**config.mk**
```make
export PLATFORM = sky130hd
export DESIGN_NAME = pipeline_issue_ctrl_flat
export DESIGN_NICKNAME = d
export VERILOG_FILES = /design/src/rtl/pipeline_issue_ctrl_if.sv /design/src/rtl/pipeline_issue_ctrl.sv /design/src/flat_wrapper.sv
export SDC_FILE = /design/constraint.sdc
export NUM_CORES = 1
export LEC_CHECK = 0
export CAP_MARGIN = 10
export CORE_ASPECT_RATIO = 1.1
export CORE_MARGIN = 2
export CORE_UTILIZATION = 28
export DETAILED_ROUTE_END_ITERATION = 6
export SLEW_MARGIN = 30
export SYNTH_ARGS = -nofsm -noshare
export SYNTH_HDL_FRONTEND = slang
export SYNTH_SLANG_ARGS = --single-unit
```
**constraint.sdc**
```tcl
create_clock -name clk -period 9 [get_ports clk]
set_input_delay 1.8 -clock clk [delete_from_list [all_inputs] [get_ports clk]]
set_output_delay 1.8 -clock clk [all_outputs]
set_load 0.02 [all_outputs]
```
**src/rtl/pipeline_issue_ctrl_if.sv**
```systemverilog
// Enqueue handshake between the instruction source and the issue scheduler.
interface pipeline_issue_ctrl_if;
  logic [31:0] instr_in;
  logic        instr_valid;
  logic        instr_ready;

  modport master (
    output instr_in,
    output instr_valid,
    input  instr_ready
  );

  modport slave (
    input  instr_in,
    input  instr_valid,
    output instr_ready
  );
endinterface

```
**src/rtl/pipeline_issue_ctrl.sv**
```systemverilog
// Issue scheduler: instruction FIFO plus RAW scoreboard; issues one word per cycle, NOP on hazard.
// Optional macro STALL_COUNT_EN adds a saturating stall-cycle counter on port stall_cnt.
module pipeline_issue_ctrl #(
  parameter int unsigned FIFO_DEPTH = 4,
  parameter int unsigned PIPE_DEPTH = 3
) (
  input  logic                          clk,
  input  logic                          rst,
  pipeline_issue_ctrl_if.slave          in_if,
  input  logic                          flush,
  output logic [31:0]                   issue_instr,
  output logic                          issue_valid,
  output logic                          stall,
  output logic [$clog2(FIFO_DEPTH):0]   fifo_count,
  output logic                          busy
`ifdef STALL_COUNT_EN
  ,
  output logic [15:0]                   stall_cnt
`endif
);

  localparam int PtrW = $clog2(FIFO_DEPTH);
  localparam int CntW = PtrW + 1;

  typedef enum logic [1:0] {StIdle, StIssue, StStall} state_e;

  state_e                state_q, state_d;
  logic [31:0]           mem_q [FIFO_DEPTH];
  logic [PtrW-1:0]       wptr_q, rptr_q;
  logic [CntW-1:0]       count_q, count_d;
  logic [31:0]           issue_instr_q;
  logic [PIPE_DEPTH-1:0] sb_valid_q;
  logic [4:0]            sb_rd_q [PIPE_DEPTH];

  logic        full, empty, push, pop, hazard;
  logic [31:0] head;
  logic        head_itype;
  logic [4:0]  head_rd, head_rs, head_rt;

  assign full  = (count_q == CntW'(FIFO_DEPTH));
  assign empty = (count_q == '0);
  assign in_if.instr_ready = ~full;
  // A push coinciding with flush is discarded.
  assign push = in_if.instr_valid & ~full & ~flush;

  assign head       = mem_q[rptr_q];
  assign head_itype = head[29];
  assign head_rd    = head[25:21];
  assign head_rs    = head[20:16];
  assign head_rt    = head[15:11];

  // R0 never matches: valid scoreboard entries never hold rd 0.
  always_comb begin
    hazard = 1'b0;
    for (int i = 0; i < int'(PIPE_DEPTH); i++) begin
      if (sb_valid_q[i]) begin
        if (head_rs == sb_rd_q[i]) hazard = 1'b1;
        if (!head_itype && (head_rt == sb_rd_q[i])) hazard = 1'b1;
      end
    end
  end

  always_comb begin
    state_d = StIdle;
    if (!flush && !empty) begin
      state_d = hazard ? StStall : StIssue;
    end
  end

  assign pop = (state_d == StIssue);

  always_comb begin
    count_d = count_q;
    if (flush) begin
      count_d = '0;
    end else begin
      case ({push, pop})
        2'b10:   count_d = count_q + CntW'(1);
        2'b01:   count_d = count_q - CntW'(1);
        default: count_d = count_q;
      endcase
    end
  end

  always_ff @(posedge clk) begin
    if (!rst) begin
      state_q       <= StIdle;
      issue_instr_q <= '0;
      wptr_q        <= '0;
      rptr_q        <= '0;
      count_q       <= '0;
      sb_valid_q    <= '0;
    end else begin
      state_q       <= state_d;
      issue_instr_q <= pop ? head : '0;
      count_q       <= count_d;
      if (push) wptr_q <= wptr_q + PtrW'(1);
      if (flush) begin
        rptr_q <= wptr_q;
      end else if (pop) begin
        rptr_q <= rptr_q + PtrW'(1);
      end
      // Scoreboard ages every cycle, including through a flush.
      sb_valid_q[0] <= pop && (head_rd != '0);
      for (int i = 1; i < int'(PIPE_DEPTH); i++) begin
        sb_valid_q[i] <= sb_valid_q[i-1];
      end
    end
  end

  always_ff @(posedge clk) begin
    if (push) mem_q[wptr_q] <= in_if.instr_in;
    sb_rd_q[0] <= head_rd;
    for (int i = 1; i < int'(PIPE_DEPTH); i++) begin
      sb_rd_q[i] <= sb_rd_q[i-1];
    end
  end

  assign issue_instr = issue_instr_q;
  assign issue_valid = (state_q == StIssue);
  assign stall       = (state_q == StStall);
  assign fifo_count  = count_q;
  assign busy        = ~empty | (|sb_valid_q);

`ifdef STALL_COUNT_EN
  logic [15:0] stall_cnt_q;

  always_ff @(posedge clk) begin
    if (!rst) begin
      stall_cnt_q <= '0;
    end else if ((state_d == StStall) && (stall_cnt_q != 16'hFFFF)) begin
      stall_cnt_q <= stall_cnt_q + 16'd1;
    end
  end

  assign stall_cnt = stall_cnt_q;
`endif

endmodule
```
**src/flat_wrapper.sv**
```systemverilog
// flat-port wrapper written by rule: the top's interface ports become plain ports
module pipeline_issue_ctrl_flat 
#(
  parameter int unsigned FIFO_DEPTH = 4,
  parameter int unsigned PIPE_DEPTH = 3
)
  (clk, rst, flush, issue_instr, issue_valid, stall, fifo_count, busy, in_if_instr_in, in_if_instr_valid, in_if_instr_ready);
  pipeline_issue_ctrl_if in_if_i ();
  input  logic clk;
  input  logic rst;
  input  logic flush;
  output logic [31:0] issue_instr;
  output logic issue_valid;
  output logic stall;
  output logic [$clog2(FIFO_DEPTH):0] fifo_count;
  output logic busy;
  input wire logic [$bits(in_if_i.instr_in)-1:0] in_if_instr_in;
  input wire logic [$bits(in_if_i.instr_valid)-1:0] in_if_instr_valid;
  output wire logic [$bits(in_if_i.instr_ready)-1:0] in_if_instr_ready;
  assign in_if_i.instr_in = in_if_instr_in;
  assign in_if_i.instr_valid = in_if_instr_valid;
  assign in_if_instr_ready = in_if_i.instr_ready;
  pipeline_issue_ctrl #(.FIFO_DEPTH(FIFO_DEPTH), .PIPE_DEPTH(PIPE_DEPTH)) u_core (.clk(clk), .rst(rst), .in_if(in_if_i), .flush(flush), .issue_instr(issue_instr), .issue_valid(issue_valid), .stall(stall), .fifo_count(fifo_count), .busy(busy));
endmodule
```
# == Word-level counts from Yosys, hierarchy flattened ==
# Memory sizes are Yosys's and may differ from the RTL's. A register that Yosys moved wholly into a read port is not among the register bits.
# Index checks and enable logic that the tools add are counted.
# totals
ff_bits,44
latch_bits,0
ram_bits,143
rom_bits,0
input_bits,36
output_inout_bits,39
wordCells,64
memories,2
# mem_list
memory,words,word_bits,read_ports,rd_ports_with_merged_regs,write_ports,line,text
u_core.mem_q,4,32,1,1,1,pipeline_issue_ctrl.sv:28,logic [31:0] mem_q [FIFO_DEPTH];
u_core.sb_rd_q,3,5,3,0,3,pipeline_issue_ctrl.sv:33,logic [4:0] sb_rd_q [PIPE_DEPTH];
# classes
addsub,4
n_mul,0
div_mod_pow,0
n_lt_le_gt_ge,0
eq_ne,12
n_shift,0
muxes,18
n_bitwise,7
reduce_logical,15
# ops
cell,count
== test 5 bit,6
two-way mux 2 bit,6
two-way mux 1 bit,11
== test 2 x 1 -> 1 bit (second input constant),3
one-hot mux 3 bit (2 select lines),1
logical AND 1 bit,5
nonzero test 5 bit,1
adder 2 x 1 -> 2 bit (second input constant),2
== test 2 bit (second input constant),2
inverter 1 bit,4
nonzero test 2 bit,2
adder 3 x 1 -> 3 bit (second input constant),1
== test 3 bit (second input constant),1
logical NOT 1 bit,3
logical NOT 3 bit,1
OR reduction 3 bit,1
subtractor 3 x 1 -> 3 bit (second input constant),1
AND 1 bit,2
AND reduction 2 bit,1
OR reduction 2 bit,1
OR 1 bit,1

# == Logic depth before layout (Yosys ltp) ==
# depth
depth_word,17
depth_mapped,15

# == Least setup slack after synthesis ==
# OpenSTA, ideal clock, no wires.
# synth_path
path_kind,register to register
from,reg with a tool-made name
to,"reg u_core.count_q[2], in the netlist u_core.fifo_count[2]"
setup_ps,70
t_arrival_ps,3454
t_required_ps,8930
slack_ps,5475
path_stages_with_launch,15
path_cell_list,dfxtp_1 -> buf_6 -> mux4_1 -> xor2_1 -> nor4_1 -> and3_1 -> or4_1 -> buf_2 -> nor3_1 -> ha_1 -> inv_1 -> fa_1 -> xor2_1 -> or3_1 -> a21oi_1
# synth_lines
item,line,text
end signal: assignment,pipeline_issue_ctrl.sv:96,count_q <= count_d;
end: declaration,pipeline_issue_ctrl.sv:30,"logic [CntW-1:0] count_q, count_d;"

==> impl_metrics.ini <==
[outcome]
status = finished clean

[routing]
wl_per_cell_um = 16.9
viasPerCell = 4.38
drtAntennaViolNets = 0
route.vias.total = 3435
drt_pass1_iterations = 4
drc = 0
drt_iter0_markers = 211
totalWireLength_um = 13300

[logic_synthesis]
yosys.area.top_type = edfxtp_1
syn_inst = 377
netlist.area_leader.share_pct = 55.6
async_flop_share_pct = 0
ys_types = 37
syn-cell-area_um2 = 6920
synth_edf_count = 128
synth_flop_cell = edfxtp_1
ys_seq_area_share_pct = 73.2
synth_nets = 419
synthTopCellsByArea = edfxtp_1 (56%), dfxtp_1 (18%), mux4_2 (8.1%), and2_1 (3.5%), xnor2_1 (2.9%)
syn_avg_cell_area_um2 = 18.3
yosys_warnings = 0
synth-seq-cells = 189

[cells_and_area]
final_cell_mix = edfxtp_1 (128), clkdlybuf4s50_1 (74), dfxtp_1 (59), and2_1 (35), mux4_2 (25)
nets = 502
nFillCells = 2287
drive_above_1_share_pct = 14.2
areaGrowthSynthToFinish_pct = 24.2
final_common_cell = edfxtp_1

[pwr]
p_leak_nw = 2.81
seqPwrFrac_pct = 53.3
power_mw = 1.82
netSwitchingFraction_pct = 22.5
cellPowerDensity_nw_per_um2 = 211
comb_power_share_pct = 6.7
clkPwrFrac_pct = 40.0
ir_drop_uv = 128
p_sw_uw = 408
p_int_mw = 1.41

[sta]
final-hold-violation-count = 0
setup_tns_ns = 0
rsz0062_at_grt = false
timing.fmax_ghz = 0.234
slew_headroom_pct = 39.4
worst_pin_slew_ns = 0.909
finalMaxSlewViolations = 0
setup_viol = 0
period_share_pct = 47.5
fin_crit_ns = 4.28
skew_ns = 0.0124

[global_routing]
grt_max_degree = 39
grt_pass1_wl_um = 20800
overflow = 0
grt_pass1_vias = 3681
antenna_found_initial = 2
track_usage_pct = 10.8

[clock_tree]
post_cts_buffers = 0
h-tree-depth = 4
clockBufferDepth = 2
cts_resized = 0
cts_tree = yes
cts_buffers = 17
cts.sinks = 189
path_clk_slew_ns = 0.07
clock_latency_ns = 0.43
hold_buffers = 0
root_buffer = clkbuf_16

[worst_setup_path]
critPathKind = reg -> reg
cp_max_fo = 38
cp.arrival_ns = 4.64
worstSetupEndpointType = flop
critPathRequiredTime_ns = 9.36
critPathLaunchType = flop

[floorplan]
die_w_um = 154
fp.dieH_um = 169
row_count = 60
die-area_um2 = 26000
coreArea_um2 = 24400
ios = 75
initial_core_util_pct = 28.4

[placement]
finalWeightedCongestion = 0.731
portBuffers = 74
hpwlAfterDp_um = 8560

[flow_run]
cap_viol_max_count = 0

[min_path]
hp-class = reg -> reg
[flip-flops by register name, summed over array words and instances, names as in the netlist, named ones only]
register	count
u_core.fifo_count	3
u_core.sb_valid_q	3
u_core.mem_q	128
u_core.rptr_q	2
u_core.sb_rd_q	15
u_core.wptr_q	2
u_core.state_q	2
u_core.issue_instr	32
[Yosys cell counts, types with 2 or more instances]
library cell	n
a31oi_1	2
or3_1	2
clkbuf_2	2
nand2_1	3
a21oi_1	2
nor2_1	4
inv_1	9
dfxtp_1	61
mux4_2	25
and3_1	2
nor4_1	2
clkbuf_1	5
mux2i_1	7
or4_1	4
and2_1	39
nor3_1	4
o21ai_0	4
mux4_1	7
edfxtp_1	128
nor2b_1	3
xor2_1	13
nand4_1	5
xnor2_1	23
ha_1	5
buf_2	4
[worst paths after layout]
path | from | to | slack (ns) | cells past startpoint
worst max-delay path | flop | u_core.fifo_count[2]$_SDFFE_PP0P_ | 4.72 | 13
worst min-delay path | u_core.sb_rd_q[0][6]$_DFF_P_ | u_core.sb_rd_q[0][11]$_DFF_P_ | 0.40 | 0
worst max register to register | flop | u_core.fifo_count[2]$_SDFFE_PP0P_ | 4.72 | 13
worst min register to register | u_core.sb_rd_q[0][6]$_DFF_P_ | u_core.sb_rd_q[0][11]$_DFF_P_ | 0.40 | 0
[metrics by stage]
step | setup slack [ns] | std cells | utilization [%] | hold slack [ns] | cell area [um^2]
5_1_grt | 4.36 | 783 | 35.2 | 0.415 | 8590
3_3_place_gp | 4.77 | 749 | 32.7 | 0.391 | 7980
2_1_floorplan | 5.48 | 377 | - | 0.373 | 6920
3_5_place_dp | 4.70 | 750 | 32.8 | 0.390 | 7990
6_report | 4.72 | 784 | 35.2 | 0.400 | 8590
4_1_cts | 4.68 | 782 | 35.1 | 0.400 | 8560
[cells by family after synthesis]
| kind of cell | count (synthesis) | share of synthesized area, % |
|---|---|---|
| flops | 189 | 73.2 |
| buf+inv | 22 | 1.65 |
| mux | 39 | 11.8 |
| simple gates | 73 | 6.53 |
| xor+xnor | 36 | 4.56 |
| fa+ha+maj | 6 | 1.19 |
| compound gates | 12 | 1.05 |
[layer usage]
metal | vias to the layer above | routed length [um] | share of wire, % | GRT usage, %
li1 | 1602 | - | - | -
met1 | 1721 | 5410 | 41 | 12.7
met2 | 90 | 6840 | 51 | 18.5
met3 | 20 | 820 | 6.2 | 3.51
met4 | 2 | 202 | 1.5 | 3.86
met5 | - | 12 | 0.090 | 0
[worst max-delay path, stage by stage (launching register included)]
cell and delay, ns:
dfxtp_2 0.32, buf_4 0.57, mux4_1 0.72, xor2_1 0.19, nor4_1 0.08, and3_1 0.16
or4_1 0.66, nor3_1 0.24, ha_1 0.21, inv_1 0.06, fa_1 0.38, xor2_1 0.15
or3_1 0.30, a21oi_1 0.15
[power by group through the flow]
stage | combinational [mW] | sequential [mW] | clock (mW)
after floorplan | 0.0798 | 0.984 | 0
after global placement | 0.121 | 0.988 | 0
after global routing | 0.134 | 0.972 | 0.777
after CTS | 0.124 | 0.969 | 0.743
after detailed placement | 0.124 | 0.989 | 0
final | 0.122 | 0.969 | 0.726
[cell type report]
class                      count  area, um^2  share of cell area (%)
timing repair buffer          77         787                    9.16
sequential                   189        5070                    59.0
clock inverter                12        92.6                    1.08
multi-input combinational    166        1740                    20.3
tap                          310         388                    4.51
inverter                       9        33.8                   0.393
antenna                        1        2.50                  0.0291
clock buffer                  20         479                    5.58
Note: power is estimated with default switching activity, not from simulation.
